--- config.mk ---
export PLATFORM = sky130hd
export DESIGN_NAME = alu_exec
export DESIGN_NICKNAME = d
export VERILOG_FILES = /design/src/rtl/alu_exec_pkg.sv /design/src/rtl/alu_mul_seq.sv /design/src/rtl/alu_exec.sv
export SDC_FILE = /design/constraint.sdc
export NUM_CORES = 1
export LEC_CHECK = 0
export CORE_AREA = 4 4 156 158
export CTS_BUF_LIST = sky130_fd_sc_hd__clkbuf_4 sky130_fd_sc_hd__clkbuf_8
export DETAILED_ROUTE_END_ITERATION = 16
export DIE_AREA = 0 0 160 162
export DONT_BUFFER_PORTS = 1
export GPL_TIMING_DRIVEN = 0
export HOLD_SLACK_MARGIN = 0.03
export PLACE_DENSITY_LB_ADDON = 0.2
export RECOVER_POWER = 50
export SLEW_MARGIN = 40
export SYNTH_ARGS = -nofsm -noshare
export SYNTH_HDL_FRONTEND = slang
export SYNTH_HIERARCHICAL = 1
export SYNTH_SLANG_ARGS = --single-unit
--- constraint.sdc ---
create_clock -name clk -period 8.3 [get_ports clk]
set_input_delay 1.66 -clock clk [delete_from_list [all_inputs] [get_ports clk]]
set_output_delay 1.66 -clock clk [all_outputs]
set_load 0.05 [all_outputs]
--- src/rtl/alu_exec_pkg.sv ---
// Shared opcodes, flag positions, FSM encoding and default sizes for the
// alu_exec execute stage and its sequential multiplier.
package alu_exec_pkg;

   localparam int WIDTH_DEF = 16;
   localparam int NREGS_DEF = 16;
   localparam int NFLAGS    = 5;

   localparam logic [3:0] OP_ADD = 4'd0;
   localparam logic [3:0] OP_SUB = 4'd1;
   localparam logic [3:0] OP_CMP = 4'd2;
   localparam logic [3:0] OP_AND = 4'd3;
   localparam logic [3:0] OP_OR  = 4'd4;
   localparam logic [3:0] OP_XOR = 4'd5;
   localparam logic [3:0] OP_MOV = 4'd6;
   localparam logic [3:0] OP_LSH = 4'd7;
   localparam logic [3:0] OP_ASH = 4'd8;
   localparam logic [3:0] OP_MUL = 4'd9;
   localparam logic [3:0] OP_LUI = 4'd10;

   // Bit positions inside flags = {C,L,F,Z,N}.
   localparam int FLAG_C = 4;
   localparam int FLAG_L = 3;
   localparam int FLAG_F = 2;
   localparam int FLAG_Z = 1;
   localparam int FLAG_N = 0;

   typedef enum logic [1:0] {
      S_IDLE,
      S_EXEC,
      S_MUL,
      S_WB
   } state_t;

endpackage

--- src/rtl/alu_mul_seq.sv ---
// Shift-add multiplier: loads on go, runs WIDTH iterations and raises done in
// the last iteration with the low WIDTH bits of a*b on product.
module alu_mul_seq
   import alu_exec_pkg::*;
#(
   parameter int WIDTH = WIDTH_DEF
) (
   input  logic             clk,
   input  logic             reset,
   input  logic             go,
   input  logic [WIDTH-1:0] a,
   input  logic [WIDTH-1:0] b,
   output logic [WIDTH-1:0] product,
   output logic             done
);

   localparam int CW = $clog2(WIDTH);

   logic [WIDTH-1:0] mcand;
   logic [WIDTH-1:0] mplier;
   logic [WIDTH-1:0] acc;
   logic [CW-1:0]    cnt;
   logic             running;

   // The last partial product is added combinationally so the final sum is
   // ready in the same cycle done is raised.
   always_comb begin
      product = acc + (mplier[0] ? mcand : '0);
      done    = running && (cnt == CW'(WIDTH - 1));
   end

   // NOTE: sequential state is assigned only with <= so every flop sees the
   // pre-edge values of the others.
   always_ff @(posedge clk or negedge reset) begin
      if (!reset) begin
         mcand   <= '0;
         mplier  <= '0;
         acc     <= '0;
         cnt     <= '0;
         running <= 1'b0;
      end else if (go) begin
         mcand   <= a;
         mplier  <= b;
         acc     <= '0;
         cnt     <= '0;
         running <= 1'b1;
      end else if (running) begin
         acc    <= product;
         mcand  <= mcand << 1;
         mplier <= mplier >> 1;
         if (done) begin
            running <= 1'b0;
            cnt     <= '0;
         end else begin
            cnt <= cnt + 1'b1;
         end
      end
   end

endmodule

--- src/rtl/alu_exec.sv ---
// Execute stage for the register bank: captures operands on accept, computes
// one operation (MUL via alu_mul_seq) and drives a registered one-hot write.
module alu_exec
   import alu_exec_pkg::*;
#(
   parameter int WIDTH = WIDTH_DEF,
   parameter int NREGS = NREGS_DEF
) (
   input  logic                       clk,
   input  logic                       reset,
   input  logic [WIDTH*NREGS-1:0]     regs,
   input  logic                       start,
   input  logic [3:0]                 opcode,
   input  logic [$clog2(NREGS)-1:0]   rdest,
   input  logic [$clog2(NREGS)-1:0]   rsrc,
   input  logic [WIDTH-1:0]           imm,
   input  logic                       use_imm,
   output logic                       busy,
   output logic                       done,
   output logic [WIDTH-1:0]           ALUBus,
   output logic [NREGS-1:0]           regEnable,
   output logic [NFLAGS-1:0]          flags
);

   state_t                     state;
   logic [WIDTH-1:0]           a_sel, b_sel, a_q, b_q;
   logic [3:0]                 op_q;
   logic [$clog2(NREGS)-1:0]   rdest_q;
   logic [WIDTH:0]             sum;
   logic [4:0]                 sh_mag;
   logic [WIDTH-1:0]           alu_res, mul_product;
   logic [NFLAGS-1:0]          alu_flags;
   logic                       alu_wr, mul_go, mul_done;

   always_comb begin
      a_sel  = regs[rdest*WIDTH +: WIDTH];
      b_sel  = use_imm ? imm : regs[rsrc*WIDTH +: WIDTH];
      mul_go = (state == S_IDLE) && start && (opcode == OP_MUL);
   end

   alu_mul_seq #(.WIDTH(WIDTH)) u_mul (
      .clk     (clk),
      .reset   (reset),
      .go      (mul_go),
      .a       (a_sel),
      .b       (b_sel),
      .product (mul_product),
      .done    (mul_done)
   );

   // Shift count is B[4:0] as a signed value; sh_mag is its magnitude (0..16).
   always_comb begin
      // NOTE: every output gets a default first so no path infers a latch.
      alu_res   = a_q;
      alu_flags = flags;
      alu_wr    = 1'b1;
      sum       = '0;
      sh_mag    = b_q[4] ? (~b_q[4:0] + 5'd1) : b_q[4:0];
      case (op_q)
         OP_ADD: begin
            sum                = {1'b0, a_q} + {1'b0, b_q};
            alu_res            = sum[WIDTH-1:0];
            alu_flags[FLAG_C]  = sum[WIDTH];
            alu_flags[FLAG_F]  = (a_q[WIDTH-1] == b_q[WIDTH-1]) && (sum[WIDTH-1] != a_q[WIDTH-1]);
         end
         OP_SUB: begin
            sum                = {1'b0, a_q} - {1'b0, b_q};
            alu_res            = sum[WIDTH-1:0];
            alu_flags[FLAG_C]  = sum[WIDTH];
            alu_flags[FLAG_F]  = (a_q[WIDTH-1] != b_q[WIDTH-1]) && (sum[WIDTH-1] != a_q[WIDTH-1]);
         end
         OP_CMP: begin
            alu_wr             = 1'b0;
            alu_flags[FLAG_L]  = a_q < b_q;
            alu_flags[FLAG_N]  = $signed(a_q) < $signed(b_q);
            alu_flags[FLAG_Z]  = a_q == b_q;
         end
         OP_AND: alu_res = a_q & b_q;
         OP_OR:  alu_res = a_q | b_q;
         OP_XOR: alu_res = a_q ^ b_q;
         OP_MOV: alu_res = b_q;
         OP_LSH: alu_res = b_q[4] ? (a_q >> sh_mag) : (a_q << sh_mag);
         OP_ASH: alu_res = b_q[4] ? WIDTH'($signed(a_q) >>> sh_mag) : (a_q << sh_mag);
         OP_LUI: alu_res = {b_q[WIDTH/2-1:0], a_q[WIDTH/2-1:0]};
         default: alu_wr = 1'b0;
      endcase
   end

   always_ff @(posedge clk or negedge reset) begin
      if (!reset) begin
         state     <= S_IDLE;
         busy      <= 1'b0;
         done      <= 1'b0;
         ALUBus    <= '0;
         regEnable <= '0;
         flags     <= '0;
         a_q       <= '0;
         b_q       <= '0;
         op_q      <= '0;
         rdest_q   <= '0;
      end else begin
         done      <= 1'b0;
         regEnable <= '0;
         case (state)
            S_IDLE: if (start) begin
               a_q     <= a_sel;
               b_q     <= b_sel;
               op_q    <= opcode;
               rdest_q <= rdest;
               busy    <= 1'b1;
               state   <= (opcode == OP_MUL) ? S_MUL : S_EXEC;
            end
            S_EXEC: begin
               state <= S_WB;
               done  <= 1'b1;
               flags <= alu_flags;
               if (alu_wr) begin
                  ALUBus    <= alu_res;
                  regEnable <= NREGS'(1) << rdest_q;
               end
            end
            S_MUL: if (mul_done) begin
               state     <= S_WB;
               done      <= 1'b1;
               ALUBus    <= mul_product;
               regEnable <= NREGS'(1) << rdest_q;
            end
            S_WB: begin
               state <= S_IDLE;
               busy  <= 1'b0;
            end
            default: state <= S_IDLE;
         endcase
      end
   end

endmodule

==> out/metrics.yaml, run 1 <==
outcome: "finished, final reports clean"
end_kind: "flop"
cts-resized-gates: 0
reg2reg_slack_ps: 3250
grt_max_degree: 135
crit_path_cell_trace: "buf_2 -> inv_2 -> clkbuf_1 -> ha_1 -> mux2i_2 -> buf_4 -> mux2i_1 -> mux2i_1 -> nand2_1 -> nand2_1 -> a221o_1 -> a2111oi_1 -> o22ai_1"
cellLeakagePower_nw: 6.23
fin_setup_tns_ps: 0
ir_drop_mv: 0.171
worst_slew_pin_slew_ps: 1010
slew_violations: 0
critPathMaxStageDelay_ps: 780
num_rows: 56
required_ps: 8620
grt_pass1_wl_um: 92000
grt_remaining_overflow: 0
ant_nets: 0
avgViaCountPerCell: 8.10
yosysTopAreaCellShare_pct: 26.0
period_needed_ps: 5050
grt_pass1_vias: 14300
die_w_um: 160
synth_ff_type: "dfrtp_1"
finalClockSkew_ps: 17.2
synth.net_count: 1853
start_util_pct: 63.6
cp-endpoint: "ALUBus[10]$_DFFE_PN0P_"
critPathKind: "reg -> reg"
syn_area_um2: 14700
critPathArrivalTime_ps: 5370
crit-reg2reg-capture: "ALUBus[10]$_DFFE_PN0P_"
cts.htree.levels: 4
ys_seq_area_share_pct: 22.8
cts_buffer_depth: 2
antenna_found_initial: 8
synthArstFlopShare_pct: 100
ios: 327
path_max_fanout: 12
max_cap_viol_count: 0
routed_wl_um: 64400
gp_congestion: 1.11
netlist_instances: 1491
finalNetCount: 1873
r2r_cells: 13
p_per_area_nw_per_um2: 445
drt-pass1-iter-count: 7
post-route-period-util_pct: 60.9
syn_area_per_cell_um2: 9.86
start_kind: "flop"
wl_per_cell_um: 35.4
cts_sinks: 134
rsz0062_at_grt: "no"
fmax_mhz: 198
portBuffers: 0
clk_pin_slew_worst_paths_ps: 90
insertion_delay_ps: 480
hold_viol_final: 0
synth_edf_count: 0
syn_to_final_growth_pct: 5.91
worstSetupStartpoint: "b_q[0]$_DFFE_PN0P_"
fillers: 1791
netlist_top_cells_area: "mux4_2 26%, dfrtp_1 23%, ha_1 6.0%"
ys_ff_latch: 134
coreArea_um2: 23100
initialDrtViolationCount: 2288
crit_path_top_delay_cell: "a2111oi_1"
vias: 14700
holdBufCountCts: 0
die_y_um: 162
setup_viol: 0
hold_path_class: "reg -> reg"
cts_tree: "built"
hpwlAfterDp_um: 51600
layout-drive-gt1-share_pct: 20.6
cts_setup_buffers: 0
cts_buffers: 17
synthDistinctLibCells: 86
yosysTopAreaCell: "mux4_2"
reg2reg_from: "b_q[0]$_DFFE_PN0P_"
min_path_cells: 1
drc: 0
slew_headroom_pct: 32.7
holdWs_ps: 521
synth_warnings: 6
cts_root_buf: "clkbuf_8"
gr-usage-all-layers_pct: 48.0
die-area_um2: 25900
cells by family after synthesis:
| kind of cell | share of synthesized area [%] |
|---|---|
| xor+xnor | 1.67 |
| simple gates | 12.5 |
| mux | 34.4 |
| flops | 22.8 |
| buf+inv | 5.02 |
| compound gates | 17.2 |
| fa+ha+maj | 6.45 |
cells in the mapped netlist (9+ instances only):
master,count
mux4_2,170
dfrtp_1,134
nor2_1,134
nand2_1,127
o21ai_0,98
a21oi_1,97
clkbuf_1,76
ha_1,71
mux2i_1,64
inv_1,58
mux2_2,49
buf_2,30
nor3_1,28
nand3_1,27
and2_1,19
a31oi_1,18
xnor2_1,18
a21o_1,14
a22oi_1,13
o22ai_1,13
a221oi_1,12
a221o_1,11
and3_1,11
nand2b_1,11
nand4_1,10
nor2b_1,10
xor2_1,10
a211oi_1,9
a22o_1,9
o211ai_1,9
area by class of cell:
cell class | count | area [um^2] | share of cell area, %
Clock buffer | 19 | 262 | 1.68
Buffer | 119 | 517 | 3.32
Tap cell | 290 | 363 | 2.33
Inverter | 60 | 225 | 1.45
Clock inverter | 13 | 176 | 1.13
Timing Repair Buffer | 1 | 5.00 | 0.0321
Antenna cell | 7 | 17.5 | 0.113
Multi-Input combinational cell | 1178 | 10700 | 68.4
Sequential cell | 134 | 3350 | 21.5
flip-flops by register name, indices dropped and copies added (netlist names):
name	cells
u_mul/mcand	16
ALUBus	16
rdest_q	4
u_mul/cnt	4
flags	5
op_q	4
u_mul/running	1
u_mul/acc	16
regEnable	16
a_q	16
u_mul/mplier	16
b_q	16
done	1
busy	1
state	2
critical path, delay by kind of cell, from the launching register on:
family | cells | cell delay (ps)
simple gates | 2 | 160
mux | 3 | 920
flops | 1 | 530
fa+ha+maj | 1 | 410
compound gates | 3 | 1330
buf+inv | 4 | 1550
power by group:
group	leakage, nW	switching [W]	total (W)	internal, W
sequential	1.64	0.000562	0.00149	0.000924
clock	0.229	0.000302	0.000644	0.000342
combinational	4.36	0.00306	0.00480	0.00174
total	6.23	0.00392	0.00693	0.00300
cell usage in the layout, fill, tap and decap left out, drive strengths merged, types with 8 or more instances in the layout:
master and instances:
dfrtp 134, o211ai 9, a21o 14, xor2 10, mux4 170, a22o 9, nor2 134, a22oi 13
nand2 128, and2 20, a21oi 99, nand3 27, buf 41, mux2 50, o22ai 13, a221oi 13
nor3 28, ha 71, and3 12, nand4 10, clkinv 8, mux2i 65, a211oi 10, inv 61
clkbuf 98, nor2b 10, nand2b 11, o21ai 105, xnor2 18, a31oi 19, o21bai 8, a221o 11
per-layer routing:
layer | track usage (%) | share of wire, %
met5 | 0 | 0.062
met3 | 15.9 | 14
met4 | 32.7 | 9.9
met1 | 58.9 | 33
met2 | 72.6 | 43
through the flow:
stage	cells	utilization, %	power, W	area, um^2	setup WS (ps)
2_1_floorplan	1491	-	0.00458	14700	4360
3_3_place_gp	1781	65.1	0.00595	15100	3230
3_5_place_dp	1782	65.4	0.00602	15100	3490
4_1_cts	1814	67.3	0.00667	15600	3470
5_1_grt	1819	67.3	0.00722	15600	3200
6_report	1821	67.3	0.00693	15600	3250
worst min-delay path by stage:
stage                                  from                            to
2_1_floorplan  u_mul/mplier[15]$_DFFE_PN0P_  u_mul/mplier[15]$_DFFE_PN0P_
3_3_place_gp      u_mul/acc[11]$_DFFE_PN0P_     u_mul/acc[11]$_DFFE_PN0P_
3_5_place_dp      u_mul/acc[11]$_DFFE_PN0P_     u_mul/acc[11]$_DFFE_PN0P_
4_1_cts           u_mul/acc[11]$_DFFE_PN0P_     u_mul/acc[11]$_DFFE_PN0P_
5_1_grt           u_mul/acc[13]$_DFFE_PN0P_     u_mul/acc[13]$_DFFE_PN0P_
6_report           u_mul/acc[6]$_DFFE_PN0P_      u_mul/acc[6]$_DFFE_PN0P_
Power figures use the tool's default switching activity.
==> run 2, diff against run 1 <==
CORE_AREA = 4 4 161 163   (was 4 4 156 158)
DIE_AREA = 0 0 165 167   (was 0 0 160 162)
clock period = 4.05 ns   (was 8.3 ns; I/O delays follow)
==> run 2 against run 1 <==
Net effect: worst setup slack got worse by 3300 ps; hold slack worse by 47 ps; largest cell class unchanged; sequential share of layout area decreased by 0.19 points; cell area up 0.88%; critical path depth down 1; flip-flop and latch count unchanged; clock-buffer cell count fell by 1; utilization fell by 2.8 points; largest power group unchanged; power up 110%; critical path type unchanged; the run now ends with max-capacitance violations, max-slew violations, negative setup slack left; first-iteration DRC count rose by 13%; sequential power up 110%; critical endpoint is now ALUBus[12]$_DFFE_PN0P_; highest routed layer unchanged.
==> out/metrics.yaml, run 2 (synthesis gave the netlist of run 1 again) <==
grt_pass1_vias: 14100  # -1.7%
finalNetCount: 1878  # +0.27%
num_rows: 57  # +1.8%
grt_pass1_wl_um: 95300  # +3.6%
start_kind: "flop"
cts_buffers: 17  # unchanged
clk_pin_slew_worst_paths_ps: 100  # about the same
hold_path_class: "in -> reg"
seqPwrFrac_pct: 21.2  # -0.3 points
violations: "max-capacitance violations, max-slew violations, negative setup slack"
syn_to_final_growth_pct: 6.83
die_y_um: 167  # +3.1%
cellLeakagePower_nw: 6.23  # about the same
power.internal_w: 0.00604  # +100%
layout_common_cells: "170 x mux4_2, 134 x dfrtp_1, 132 x nor2_1"
avgViaCountPerCell: 7.84  # -3.1%
critPathArrivalTime_ps: 4450  # -920 ps
crit_path_top_delay_cell: "a2111oi_0"
gr-usage-all-layers_pct: 47.6  # -0.35 points
worst_slack_ps: -70.0  # -3320 ps
holdWs_ps: 473  # -47.3 ps
p_total_w: 0.0144  # +110%
portBuffers: 0  # unchanged
required_ps: 4380  # -4240 ps
fin_setup_tns_ps: -70.0  # -70.0 ps
cts.htree.levels: 4  # unchanged
swShare_pct: 58.1  # +1.4 points
antenna_found_initial: 7  # -1
insertion_delay_ps: 490  # about the same
initialDrtViolationCount: 2587  # +13%
path_max_fanout: 11  # -1
worst_slew_pin_slew_ps: 2620  # +1610 ps
grt_remaining_overflow: 0  # unchanged
drc: 0  # unchanged
cts_sinks: 134  # unchanged
ios: 327  # unchanged
max_cap_viol_count: 3  # +3
setup_viol: 1  # +1
crit_path_cell_trace: "buf_4 -> inv_1 -> clkbuf_2 -> ha_1 -> buf_2 -> a21oi_1 -> o21ai_0 -> a2111oi_0 -> o21bai_1 -> a221o_1 -> a221oi_2 -> o22ai_1"
slew_violations: 121  # +121
pwr-share-comb_pct: 70.6  # +1.4 points
cts_root_buf: "clkbuf_8"
p_per_area_nw_per_um2: 917  # +110%
instances_no_fill: 1871  # +2.7%
fmax_mhz: 243  # +23%
cts_setup_buffers: 0  # unchanged
period_needed_ps: 4120  # -932 ps
die_w_um: 165  # +3.1%
coreArea_um2: 24300  # +5.2%
start_util_pct: 60.4  # -3.1 points
end_kind: "flop"
slew_headroom_pct: -74.5  # -110 points
cts_tree: "built"
post-route-period-util_pct: 102  # +41 points
power_frac_clock_pct: 8.1  # -1.2 points
ant_nets: 0  # unchanged
outcome: "finished, violations left"
hpwlAfterDp_um: 54000  # +4.8%
die-area_um2: 27600  # +6.3%
gp_congestion: 1.10  # -0.70%
critPathKind: "reg -> reg"
critPathBufInv: 4  # unchanged
wl_per_cell_um: 36.0  # +1.7%
grt_max_degree: 80  # -41%
final_common_cell: "mux4_2"
critPathMaxStageDelay_ps: 730  # -50 ps
finalClockSkew_ps: 25.1  # +7.97 ps
ir_drop_mv: 0.443  # +160%
path_delay_family: "compound AO/OA/AOI/OAI gates"
p_sw_w: 0.00836  # +110%
routed_wl_um: 67300  # +4.5%
vias: 14700  # -0.45%
hold_viol_final: 0  # unchanged
drt-pass1-iter-count: 6  # -1
rsz0062_at_grt: "no"
dp_cells: 1815  # +1.9%
cts_buffer_depth: 2  # unchanged
layout-drive-gt1-share_pct: 21.2  # +0.59 points
## run 2: changes by cell type in the layout (fill, tap and decap cells not counted), moves of 4 or more
cell,delta
diode_2,+11
clkinv_2,-5
clkbuf_4,+4
inv_6,+4
## run 2: cell type report
cell class | count | area, um^2
Tap cell | 324 | 405
Antenna cell | 18 | 45.0
Fill cell | 1986 | 8610
Timing Repair Buffer | 6 | 41.3
Clock buffer | 18 | 241
Clock inverter | 14 | 141
Buffer | 119 | 532
Sequential cell | 134 | 3350
Inverter | 60 | 228
Multi-Input combinational cell | 1178 | 10700
## run 2: worst paths after layout
path	cells after the start	start	end	slack (ps)
setup / recovery	12	b_q[4]$_DFFE_PN0P_	ALUBus[12]$_DFFE_PN0P_	-70
hold / removal	1	opcode[1]	op_q[1]$_DFFE_PN0P_	470
setup reg to reg	12	b_q[4]$_DFFE_PN0P_	ALUBus[12]$_DFFE_PN0P_	-70
hold reg to reg	1	u_mul/acc[9]$_DFFE_PN0P_	u_mul/acc[9]$_DFFE_PN0P_	530
max in group asynchronous	1	reset	a_q[14]$_DFFE_PN0P_	1430
min in group asynchronous	1	reset	u_mul/mplier[3]$_DFFE_PN0P_	700
## run 2: per-stage QoR
step                utilization [%]  area, um^2  setup slack (ps)
floorplan                         -       14700               564
global placement               62.1       15100              -803
detailed placement             62.3       15100              -608
CTS                            64.2       15600              11.4
global route                   64.4       15700              17.5
finish                         64.6       15700             -70.0
## run 2: layer usage
metal  part of all wire [%]  vias up  routed length [um]  GRT usage, %
met5                  0.021        -                  14             0
met4                    6.7        2                4520          23.5
met3                     15      307               10100          18.3
met2                     44     1421               29600          70.8
met1                     34     7130               23100          61.0
li1                       -     5815                   -             -
## run 2: what timing repair did
| action | 4_1_cts | 5_1_grt |
|---|---|---|
| setup endpoints to repair | 15 | 9 |
| resized for setup | 11 | 11 |
| hold buffers | 3 | 3 |
| hold endpoints to repair | 44 | 33 |
| pin swaps | 0 | 0 |
## run 2: power by group through the flow
stage / clock network [W] / logic (W) / registers (W)
final: 0.00117 / 0.0102 / 0.00306
after detailed placement: 0 / 0.00946 / 0.00302
after global placement: 0 / 0.00936 / 0.00299
after CTS: 0.00115 / 0.00961 / 0.00300
after global routing: 0.00122 / 0.0107 / 0.00309
after floorplan: 0 / 0.00668 / 0.00270
